### src/rtl/ps2_rx_ctrl.sv
// rtl/ps2_rx_ctrl.sv - PS/2 keyboard receive controller with clock filter, frame FSM and F0/E0 prefix tracking
module ps2_rx_ctrl #(
  parameter int FILTER  = 8,
  parameter int TIMEOUT = 50000
) (
  input  logic       C,
  input  logic       RST,
  input  logic       PS2C,
  input  logic       PS2D,
  output logic [7:0] CODE,
  output logic       VALID,
  output logic       BRK,
  output logic       EXT,
  output logic       ERR,
  output logic       BUSY
);

  localparam int FW = $clog2(FILTER + 1);
  localparam int TW = $clog2(TIMEOUT);
  localparam logic [FW-1:0] FLIM = FW'(FILTER - 1);
  localparam logic [TW-1:0] TLIM = TW'(TIMEOUT - 1);

  typedef enum logic [2:0] {
    st_idle,
    st_data,
    st_parity,
    st_stop,
    st_done
  } state_t;

  state_t state, next_state;

  logic          c_s1, c_s2, d_s1, d_s2;
  logic          fclk, fclk_d;
  logic [FW-1:0] fcnt;
  logic          fe;

  logic [7:0]    shreg;
  logic [2:0]    bitcnt;
  logic          par;
  logic [TW-1:0] tcnt;
  logic          brk_pend, ext_pend;

  logic          tmo;
  logic          bad;
  logic          accept;

  // Two-flop synchronizers plus glitch filter on the PS/2 clock; filtered level only moves after FILTER differing samples
  always_ff @(posedge C) begin
    if (RST) begin
      c_s1   <= 1'b1;
      c_s2   <= 1'b1;
      d_s1   <= 1'b1;
      d_s2   <= 1'b1;
      fclk   <= 1'b1;
      fclk_d <= 1'b1;
      fcnt   <= '0;
    end else begin
      c_s1   <= PS2C;
      c_s2   <= c_s1;
      d_s1   <= PS2D;
      d_s2   <= d_s1;
      fclk_d <= fclk;
      if (c_s2 == fclk) begin
        fcnt <= '0;
      end else if (fcnt == FLIM) begin
        fclk <= c_s2;
        fcnt <= '0;
      end else if (fcnt != '1) begin
        fcnt <= fcnt + 1'b1;
      end
    end
  end

  assign fe   = fclk_d & ~fclk;
  assign BUSY = (state != st_idle);

  // Next-state logic; the inter-edge timeout overrides any edge seen in the same cycle
  always_comb begin
    next_state = state;
    bad        = 1'b0;
    tmo        = (state != st_idle) && (state != st_done) && (tcnt == TLIM);
    if (tmo) begin
      next_state = st_idle;
    end else begin
      case (state)
        st_idle:   if (fe && !d_s2) next_state = st_data;
        st_data:   if (fe && bitcnt == 3'd7) next_state = st_parity;
        st_parity: if (fe) next_state = st_stop;
        st_stop: begin
          if (fe) begin
            if (d_s2 && (^{shreg, par})) begin
              next_state = st_done;
            end else begin
              next_state = st_idle;
              bad        = 1'b1;
            end
          end
        end
        st_done:   next_state = st_idle;
        default:   next_state = st_idle;
      endcase
    end
    accept = (state == st_stop) && (next_state == st_done);
  end

  // Frame datapath, timeout counter and event outputs; event registers load on the stop edge so VALID lands in the DONE cycle
  always_ff @(posedge C) begin
    if (RST) begin
      state    <= st_idle;
      shreg    <= 8'h00;
      bitcnt   <= 3'd0;
      par      <= 1'b0;
      tcnt     <= '0;
      brk_pend <= 1'b0;
      ext_pend <= 1'b0;
      CODE     <= 8'h00;
      VALID    <= 1'b0;
      BRK      <= 1'b0;
      EXT      <= 1'b0;
      ERR      <= 1'b0;
    end else begin
      state <= next_state;
      VALID <= 1'b0;
      ERR   <= 1'b0;

      if (fe || state == st_idle || state == st_done) begin
        tcnt <= '0;
      end else if (tcnt != TLIM) begin
        tcnt <= tcnt + 1'b1;
      end

      if (fe && !tmo) begin
        case (state)
          st_idle:   bitcnt <= 3'd0;
          st_data: begin
            shreg  <= {d_s2, shreg[7:1]};
            bitcnt <= bitcnt + 3'd1;
          end
          st_parity: par <= d_s2;
          default:   ;
        endcase
      end

      if (tmo || bad) begin
        ERR      <= 1'b1;
        brk_pend <= 1'b0;
        ext_pend <= 1'b0;
      end else if (accept) begin
        if (shreg == 8'hF0) begin
          brk_pend <= 1'b1;
        end else if (shreg == 8'hE0) begin
          ext_pend <= 1'b1;
        end else begin
          CODE     <= shreg;
          BRK      <= brk_pend;
          EXT      <= ext_pend;
          VALID    <= 1'b1;
          brk_pend <= 1'b0;
          ext_pend <= 1'b0;
        end
      end
    end
  end

endmodule

### config.mk
export PLATFORM = sky130hd
export DESIGN_NAME = ps2_rx_ctrl
export DESIGN_NICKNAME = d
export VERILOG_FILES = /design/src/rtl/ps2_rx_ctrl.sv
export SDC_FILE = /design/constraint.sdc
export NUM_CORES = 1
export LEC_CHECK = 0
export CORE_MARGIN = 3
export CORE_UTILIZATION = 50
export DETAILED_ROUTE_END_ITERATION = 12
export DONT_BUFFER_PORTS = 1
export REMOVE_ABC_BUFFERS = 1
export SLEW_MARGIN = 15
export SYNTH_ARGS = -nofsm -noshare
export SYNTH_HDL_FRONTEND = slang
export SYNTH_SLANG_ARGS = --single-unit
export TNS_END_PERCENT = 100
### constraint.sdc
create_clock -name C -period 5 [get_ports C]
set_input_delay 0.75 -clock C [delete_from_list [all_inputs] [get_ports C]]
set_output_delay 0.75 -clock C [all_outputs]
set_load 0.1 [all_outputs]
## Word level (Yosys, flattened, before mapping)

Index checks and enable logic that the tools add are counted.

| word-level totals | value |
|---|---|
| register bits after elaboration | 55 |
| input bits | 4 |
| output and inout port bits | 13 |
| logic and storage cells | 88 |

| cells by class | value |
|---|---|
| add/subtract/negate cells | 3 |
| equal/unequal tests | 15 |
| multiplexer cells | 17 |
| bitwise gates (word level) | 7 |
| reductions and logical operators | 27 |

Operators with widths:

| cell | count |
|---|---|
| $mux 3 | 6 |
| $add 16x1->16 const B | 1 |
| $eq 16x16->1 const B | 1 |
| $eq 8x8->1 const B | 2 |
| $ne 16x16->1 const B | 1 |
| $pmux 3 s4 | 1 |
| $reduce_and 2->1 | 6 |
| $eq 3x3->1 const B | 3 |
| $mux 1 | 9 |
| $reduce_xor 9->1 | 1 |
| $logic_and 1x1->1 | 7 |
| $eq 3x2->1 const B | 2 |
| $not 1->1 | 6 |
| $pmux 3 s2 | 1 |
| $add 4x1->4 const B | 1 |
| $eq 4x3->1 const B | 1 |
| $ne 4x4->1 const B | 1 |
| $reduce_and 4->1 | 1 |
| $reduce_or 2->1 | 2 |
| $reduce_or 4->1 | 1 |
| $add 3x1->3 const B | 1 |
| $eq 3x1->1 const B | 1 |
| $logic_not 3->1 | 1 |
| $logic_or 1x1->1 | 3 |
| other kinds (8) | 9 |

## Longest topological paths before layout

Gate-level depths: netlist of run 1.

| logic depth | value |
|---|---|
| word-level depth | 10 |
| mapped depth | 8 |

## Least setup slack after synthesis of run 1

OpenSTA, ideal clock, no wires.

| timing | value |
|---|---|
| kind | flip-flop to output port |
| from | reg state[0] |
| to | out BUSY |
| arrival time | 1.224 ns |
| required time | 4.250 ns |
| slack | 3.026 ns |
| stages on the path, launching flop included | 3 |
| path buffers | 1 |
| cell sequence | dfxtp_1 > clkbuf_8 > or3_1 |

| between the ends | value |
|---|---|
| cells in the longest elaborated chain, start to end | 1 |

Ends and longest elaborated chain:

| element | RTL line | text |
|---|---|---|
| start: declaration | 31 | `state_t state, next_state;` |
| start signal: assignment | 110 | `state <= st_idle;` |
| start signal: assignment | 123 | `state <= next_state;` |
| $reduce_bool 3->1 | 76 | `assign BUSY = (state != st_idle);` |
| end: declaration | 15 | `output logic BUSY` |

Every way passes these cells.

## Final worst setup path of run 1

Ends and elaborated chain as after synthesis.

==> results.cfg, run 1 <==
[outcome]
outcome = finished, final reports clean

[clock_tree]
htreeDepth = 2
post_cts_resized = 0
cts_buffers = 5
cts_tree = done
clockRootBuffer = clkbuf_8
clk_pin_slew_ns = 0.10
hold_buffers = 0
clock_path_buffers = 2
cts_setup_buffers = 0
clk_latency_ns = 0.31
cts_sinks = 55

[hold_path]
hold_depth = 1
hold_path_startpoint = d_s1
hp-class = reg2reg

[yosys]
avgSynthCellArea_sq_um = 9.54
yosys_warnings = 0
yosysUniqueCellTypes = 47
syn_area_sq_um = 2490
synthArstFlopShare_pct = 0
yosysSeqAreaShare_pct = 44.2
synth-seq-cells = 55
synthCells = 261
synth_edf_count = 0
synth_top_flop_cell = dfxtp_1

[placed_design]
dpl.hpwl_um = 3030
place_congestion = 0.753
pre_cts_ws_ns = 2.66
io_buffers = 0

[timing]
finalHoldViolations = 0
fin_ws_ns = 2.59
min_period_ns = 2.41
worst_hold_slack_ns = 0.418
final_max_slew_viol_count = 0
fin_setup_tns_ns = 0
rsz0062_at_grt = false
slew_headroom_pct = 34.8
tightest_slew_ns = 0.976
fmax_mhz = 415
worst_clock_skew_ns = 0.0112
finalSetupViolations = 0
period_share_pct = 48.1

[critical_path]
crit_chain = or3_1
crit_type = reg2out
path_depth = 1
crit_required_ns = 4.25
slowest_stage = or3_1
cp_num_buf_inv = 0
setup.worst_path.start = state[0]
crit_arrival_ns = 1.66
ff2ff_path_depth = 5
cp-start-kind = register
crit_family = simple AND/OR/NAND/NOR gates
crit_path_end_kind = primary output
worstPathMaxFanout = 13
cpPeakStageDelay_ns = 0.79
regToRegStartpoint = shreg[4]

[floorplan]
die_w_um = 76.6
num_rows = 25
die-area_sq_um = 5860
die_y_um = 76.6
io_pins = 17
core_sq_um = 4750
initial_core_util_pct = 52.3

[cells_and_area]
final_util_pct = 54.1
drive_above_1_share_pct = 8.63
syn_to_final_growth_pct = 3.42
nets = 262
antenna_cells = 0

[power]
p_per_area_nw_per_um2 = 267
peakVddDrop_v = 0.000178
p_leak_uw = 0.000860
finalPower_uw = 688

[grt]
grt_first_pass_wirelength_um = 8170
grt_max_degree = 36
grt.total_usage_pct = 16.9
gr-total-overflow = 0
antenna_found_initial = 0
grt_pass1_vias = 1739

[drt]
detail-route-antenna-nets = 0
post-route-drc-count = 0
wl_um = 4460
drt_pass1_iterations = 4
vias = 1733
wl_per_cell_um = 13.8
drt_iter0_drc = 76
via_per_inst = 5.38

[flow_run]
cap_violations = 0
-- through the flow --
stage	cell area, sq um	cells
6_report	2570	322
5_1_grt	2570	322
4_1_cts	2570	322
3_5_place_dp	2480	314
3_3_place_gp	2480	314
2_1_floorplan	2400	247
-- routing by layer --
metal | track usage, % | wire [um] | vias to the layer above | share of wire [%]
li1 | - | - | 900 | -
met1 | 21.2 | 2100 | 812 | 47
met2 | 27.9 | 2140 | 17 | 48
met3 | 5.91 | 169 | 4 | 3.8
met4 | 3.80 | 46 | 0 | 1.0
met5 | 0 | 0 | - | 0
-- where the power goes --
group	switching (uW)	leakage [uW]	internal, uW	total, uW
clock	143	0.0000454	101	244
sequential	1.07	0.000444	439	440
combinational	1.29	0.000371	2.03	3.32
-- cells by family (layout without fill, tap and decap cells) --
group           after synthesis  after routing  share of synthesized area, %
buf+inv                      18             12                          4.17
mux                          13             13                          5.23
fa+ha+maj                     4              4                          2.01
compound gates               46             46                          11.7
simple gates                100            100                          22.3
xor+xnor                     25             25                          10.3
flops                        55             55                          44.2
-- cell type report --
| type | instances | area [sq um] |
|---|---|---|
| Fill cell | 481 | 2180 |
| Multi-Input combinational cell | 188 | 1280 |
| Sequential cell | 55 | 1100 |
| Tap cell | 67 | 83.8 |
| Clock buffer | 6 | 72.6 |
| Clock inverter | 2 | 17.5 |
| Inverter | 4 | 15.0 |
-- cells in the final DEF (no fill, tap or decap), types with 3 or more instances in the layout --
master | synthesis | layout
o31ai_1 | 10 | 10
inv_1 | 4 | 4
clkbuf_8 | 2 | 5
ha_1 | 4 | 4
and4_1 | 5 | 5
and2_1 | 3 | 3
nor4_1 | 4 | 4
or2_2 | 6 | 6
and3_1 | 3 | 3
nand2b_1 | 4 | 4
nand3_1 | 8 | 8
o21ai_1 | 4 | 4
nand2_1 | 8 | 8
xor2_1 | 9 | 9
nor2_1 | 40 | 40
mux2i_1 | 13 | 13
o21ai_0 | 9 | 9
a21oi_1 | 15 | 15
o2111a_1 | 3 | 3
xnor2_1 | 13 | 13
dfxtp_1 | 55 | 55
-- state kept, by name (all words and copies together), names as in the netlist, 3 cells and up --
signal  flops
tcnt       16
CODE        8
shreg       8
fcnt        4
bitcnt      3
state       3
-- Yosys cell counts, types with 2 or more instances --
master	count	share of area [%]
dfxtp_1	55	44
nor2_1	40	6.0
a21oi_1	15	3.0
mux2i_1	13	5.2
xnor2_1	13	4.6
o31ai_1	10	3.0
o21ai_0	9	1.8
xor2_1	9	3.2
nand2_1	8	1.2
nand3_1	8	1.6
clkbuf_1	6	0.90
or2_2	6	1.5
and4_1	5	1.8
ha_1	4	2.0
inv_1	4	0.60
nand2b_1	4	1.0
nor4_1	4	1.0
o21ai_1	4	0.80
and2_1	3	0.75
and3_1	3	0.75
buf_2	3	0.60
o2111a_1	3	1.4
a2111oi_0	2	0.70
clkbuf_8	2	1.1
nand4_1	2	0.50
nand4b_1	2	0.70
nor4bb_1	2	0.80
or3_1	2	0.50
xnor3_2	2	1.9
-- path summary, 6_finish.rpt --
kind         endpoint  slack (ns)
min reg2reg      d_s2        0.42
max              BUSY        2.59
min              d_s2        0.42
max reg2reg     VALID        2.64
Note: power is estimated with default switching activity, not from simulation.
==> inputs of run 2 (changes only) <==
--- a/config.mk
+++ b/config.mk
@@ -9,6 +9,7 @@
 export CORE_UTILIZATION = 50
 export DETAILED_ROUTE_END_ITERATION = 12
 export DONT_BUFFER_PORTS = 1
+export PLACE_DENSITY = 0.68
 export REMOVE_ABC_BUFFERS = 1
 export SLEW_MARGIN = 15
 export SYNTH_ARGS = -nofsm -noshare
==> constraint.sdc (replaced) <==
create_clock -name C -period 2 [get_ports C]
set_input_delay 0.3 -clock C [delete_from_list [all_inputs] [get_ports C]]
set_output_delay 0.3 -clock C [all_outputs]
set_load 0.1 [all_outputs]
==> results.cfg, run 2 (synthesized netlist as in run 1, its figures left out) <==
[power]
p_per_area_nw_per_um2 = 606
switching_share_pct = 20.2
seqPwrFrac_pct = 65.1
p_switching_uw = 342
clkPwrFrac_pct = 34.5
combPwrFrac_pct = 0.5
peakVddDrop_v = 0.000332
p_leak_uw = 0.000995
internal_power_uw = 1350

[cells_and_area]
final.fill_count = 435
drive_above_1_share_pct = 18.5
largest_reg_flops = 16
final_common_cell = dfxtp_1
antenna_cells = 0
syn_to_final_growth_pct = 12.3
reg_top3 = tcnt x16, CODE x8, shreg x8
nets = 288
largest-register = tcnt
final_cell_mix = 53 x dfxtp_1, 40 x nor2_1, 26 x buf_4
final_area_sq_um = 2790

[critical_path]
crit_arrival_ns = 2.14
worstPathMaxFanout = 11
crit_type = reg2reg
cpPeakStageDelay_ns = 0.49
slowest_stage = nor4bb_1
crit_required_ns = 2.19
crit_family = simple AND/OR/NAND/NOR gates
crit_path_end_kind = register
cp-start-kind = register
crit_chain = nor4bb_1, and4_1, nor4_4, buf_4, o21ai_0, a21oi_1
cp_num_buf_inv = 1

[timing]
period_share_pct = 97.0
fmax_mhz = 515
worst_clock_skew_ns = 0.00487
slew_headroom_pct = 62.6
rsz0062_at_grt = true
min_period_ns = 1.94
finalSetupViolations = 0
finalHoldViolations = 0
final_max_slew_viol_count = 0
tightest_slew_ns = 0.561
fin_ws_ns = 0.0593

[grt]
antenna_found_initial = 0
grt.total_usage_pct = 16.3
grt_first_pass_wirelength_um = 7970
grt_pass1_vias = 1830
gr-total-overflow = 0
grt_max_degree = 36

[floorplan]
die-area_sq_um = 5860
io_pins = 17
initial_core_util_pct = 52.3
num_rows = 25
core_sq_um = 4750
die_y_um = 76.6
die_w_um = 76.6

[clock_tree]
clockRootBuffer = clkbuf_8
cts_tree = done
clk_pin_slew_ns = 0.09
cts_sinks = 55
clock_path_buffers = 2
clk_latency_ns = 0.30
htreeDepth = 2
cts_buffers = 5

[drt]
via_per_inst = 5.41
drt_iter0_drc = 91
detail-route-antenna-nets = 0
vias = 1883
post-route-drc-count = 0
wl_per_cell_um = 12.9
wl_um = 4490
drt_pass1_iterations = 4

[outcome]
outcome = finished, final reports clean

[placed_design]
dpl_cell_area_sq_um = 2660
place_congestion = 0.788
io_buffers = 0
pre_cts_ws_ns = 0.00391
dpl.hpwl_um = 3180

[flow_run]
cap_violations = 0

[hold_path]
hp-class = in2reg
[run 2: what timing repair did]
item                                    4_1_cts  5_1_grt
setup buffers                                 1        1
hold buffers                                  0        0
endpoints found under the setup margin        2       21
gates resized for setup                       0        8
pin swaps                                     1        2
[run 2: worst paths after layout]
path | from | to | slack [ns] | cells past startpoint
setup / recovery | tcnt[9] | CODE[1] | 0.06 | 6
hold / removal | RST | shreg[5] | 0.05 | 1
setup reg to reg | tcnt[9] | CODE[1] | 0.06 | 6
hold reg to reg | c_s1 | c_s2 | 0.41 | 1
[run 2: area by class of cell]
class                      count  area (sq um)  share of cell area [%]
inverter                       4          15.0                   0.537
clock buffer                   7          76.3                    2.73
multi-input combinational    188          1320                    47.1
timing repair buffer          26           195                    6.99
clock inverter                 1          5.00                   0.179
tap                           67          83.8                    3.00
sequential                    55          1100                    39.5
[run 2: power by group through the flow]
stage | Combinational (uW) | Sequential [uW] | Clock [uW]
after global placement | 7.98 | 1130 | 0
after floorplan | 7.40 | 1130 | 0
after global routing | 9.22 | 1100 | 651
after detailed placement | 8.09 | 1130 | 0
final | 8.08 | 1100 | 583
after CTS | 8.16 | 1100 | 613
[run 2: worst register-to-register path, cell delays in order, from the launching register on]
cell and delay [ns]:
dfxtp_1 0.37, nor4bb_1 0.49, and4_1 0.42, nor4_4 0.08
buf_4 0.18, o21ai_0 0.20, a21oi_1 0.09
[run 2: metal layers]
metal | up-vias | GRT usage, % | routed length, um
li1 | 957 | - | -
met3 | 5 | 3.31 | 178
met2 | 29 | 27.9 | 2220
met5 | - | 0 | 0
met4 | 0 | 6.16 | 39
met1 | 892 | 20.2 | 2050
[run 2: metrics by stage]
stage | setup TNS [ns] | total power, uW | std cells | util [%] | hold slack, ns
2_1_floorplan | 0 | 1130 | 247 | - | 0.369
3_3_place_gp | -0.00409 | 1130 | 338 | 56.0 | 0.373
3_5_place_dp | 0 | 1130 | 338 | 56.0 | 0.376
4_1_cts | 0 | 1720 | 347 | 57.9 | 0.0447
5_1_grt | -0.449 | 1760 | 348 | 58.8 | 0.0372
6_report | 0 | 1690 | 348 | 58.8 | 0.0496
==> inputs of run 3 (changes only) <==
--- a/config.mk
+++ b/config.mk
@@ -5,13 +5,11 @@
 export SDC_FILE = /design/constraint.sdc
 export NUM_CORES = 1
 export LEC_CHECK = 0
-export CORE_MARGIN = 3
 export CORE_UTILIZATION = 50
 export DETAILED_ROUTE_END_ITERATION = 12
 export DONT_BUFFER_PORTS = 1
 export PLACE_DENSITY = 0.68
 export REMOVE_ABC_BUFFERS = 1
-export SLEW_MARGIN = 15
 export SYNTH_ARGS = -nofsm -noshare
 export SYNTH_HDL_FRONTEND = slang
 export SYNTH_SLANG_ARGS = --single-unit
==> results.cfg, run 3 (synthesized netlist as in run 1, its figures left out) <==
[cells_and_area]
final_cell_mix = 53 x dfxtp_1, 40 x nor2_1, 25 x buf_4
largest_reg_flops = 16
final.fill_count = 454
nets = 288
antenna_cells = 0
seq_area_sq_um = 1100
reg_top3 = tcnt x16, CODE x8, shreg x8
largest-register = tcnt
final_util_pct = 59.6
multi_input_area_sq_um = 1330
final_common_cell = dfxtp_1
syn_to_final_growth_pct = 13.9
drive_above_1_share_pct = 19.9
finalNonFillerCells = 348
final_area_sq_um = 2840

[drt]
drt_pass1_iterations = 4
wl_per_cell_um = 13.5
post-route-drc-count = 0
wl_um = 4710
via_per_inst = 5.38
detail-route-antenna-nets = 0
vias = 1872
drt_iter0_drc = 69

[timing]
min_period_ns = 1.95
fin_ws_ns = 0.0543
period_share_pct = 97.3
final_max_slew_viol_count = 0
finalSetupViolations = 0
worst_clock_skew_ns = 0.00665
rsz0062_at_grt = true
fmax_mhz = 514
finalHoldViolations = 0
tightest_slew_ns = 0.415
slew_headroom_pct = 72.3

[clock_tree]
clk_latency_ns = 0.31
clk_pin_slew_ns = 0.09
htreeDepth = 2
cts_tree = done
clock_path_buffers = 2
cts_buffers = 5
clockRootBuffer = clkbuf_8
cts_sinks = 55

[placed_design]
dpl_cell_area_sq_um = 2660
dpl.hpwl_um = 3310
pre_cts_ws_ns = -0.0570
place_congestion = 0.768
io_buffers = 0
dp.cells = 338

[grt]
antenna_found_initial = 0
gr-total-overflow = 0
grt_pass1_vias = 1723
grt_first_pass_wirelength_um = 8100
grt.total_usage_pct = 19.6
grt_max_degree = 36

[floorplan]
io_pins = 17
die_w_um = 72.6
die_y_um = 72.6
initial_core_util_pct = 52.3
num_rows = 25
die-area_sq_um = 5260
core_sq_um = 4750

[critical_path]
crit_family = XOR/XNOR gates
crit_arrival_ns = 2.16
crit_type = reg2reg
crit_path_end_kind = register
worstPathMaxFanout = 5
crit_chain = xnor2_1, xnor3_2, xnor2_4, o211ai_1, buf_4, and3_2
slowest_stage = xnor3_2
cpPeakStageDelay_ns = 0.54
crit_required_ns = 2.21
cp-start-kind = register
cp_num_buf_inv = 1

[power]
p_per_area_nw_per_um2 = 624
peakVddDrop_v = 0.000470
p_leak_uw = 0.00101

[hold_path]
hp-class = in2reg

[flow_run]
cap_violations = 0

[outcome]
outcome = finished, final reports clean
run 3: cell types whose count changed in the layout (fill, tap and decap cells not counted):
cell and delta:
clkinv_2 -1, buf_6 +1, clkbuf_1 -1, nor2_2 -1
a2111oi_1 -1, clkbuf_8 +2, nor4bb_2 +1, and4_1 -1
a2111oi_2 +1, nor2_4 +1, and4_4 +1, buf_4 -1
nor4bb_1 -1
run 3: metal layers:
| layer | wire length (um) | share of wire (%) | track usage [%] |
|---|---|---|---|
| met1 | 2190 | 47 | 24.5 |
| met2 | 2310 | 49 | 33.1 |
| met3 | 131 | 2.8 | 4.44 |
| met4 | 71 | 1.5 | 7.19 |
| met5 | 0 | 0 | 0 |
run 3: worst paths after layout:
kind             from    end  slack [ns]  depth (start not counted)
max          shreg[5]  VALID        0.05                          6
max reg2reg  shreg[5]  VALID        0.05                          6
min reg2reg      d_s1   d_s2        0.42                          1
min               RST    EXT        0.05                          1
run 3: stage by stage:
stage	TNS [ns]	total power, uW	hold WS [ns]
floorplan	0	1130	0.369
global placement	-0.211	1130	0.372
detailed placement	-0.208	1140	0.374
CTS	0	1780	0.0416
global route	-0.0304	1820	0.0371
finish	0	1770	0.0469
run 3: power breakdown:
| part | internal [uW] | leakage (uW) | total (uW) | switching (uW) |
|---|---|---|---|---|
| registers | 1100 | 0.000445 | 1100 | 2.65 |
| logic | 5.13 | 0.000509 | 8.11 | 2.98 |
| clock network | 317 | 0.0000515 | 660 | 344 |
run 3: repair_timing:
action | 4_1_cts | 5_1_grt
setup buffers | 1 | 1
endpoints found under the setup margin | 8 | 23
cloned | 0 | 0
gates resized for setup | 3 | 11
pin swaps | 1 | 2
hold buffers | 0 | 0
endpoints found under the hold margin | 0 | 0
run 3: cell type report:
cell class,instances,share of cell area [%]
Multi-Input combinational cell,188,47.0
Sequential cell,55,38.9
Timing Repair Buffer,26,7.02
Clock buffer,8,3.53
Tap cell,67,2.96
Inverter,4,0.530
run 3: worst reg2reg max path, delay by kind of cell (launching register included):
family	cells	cell delay, ns
AO/OA/AOI/OAI	1	0.14
XOR/XNOR	3	0.98
buffers and inverters	1	0.19
flip-flops	1	0.35
AND/OR/NAND/NOR	1	0.18
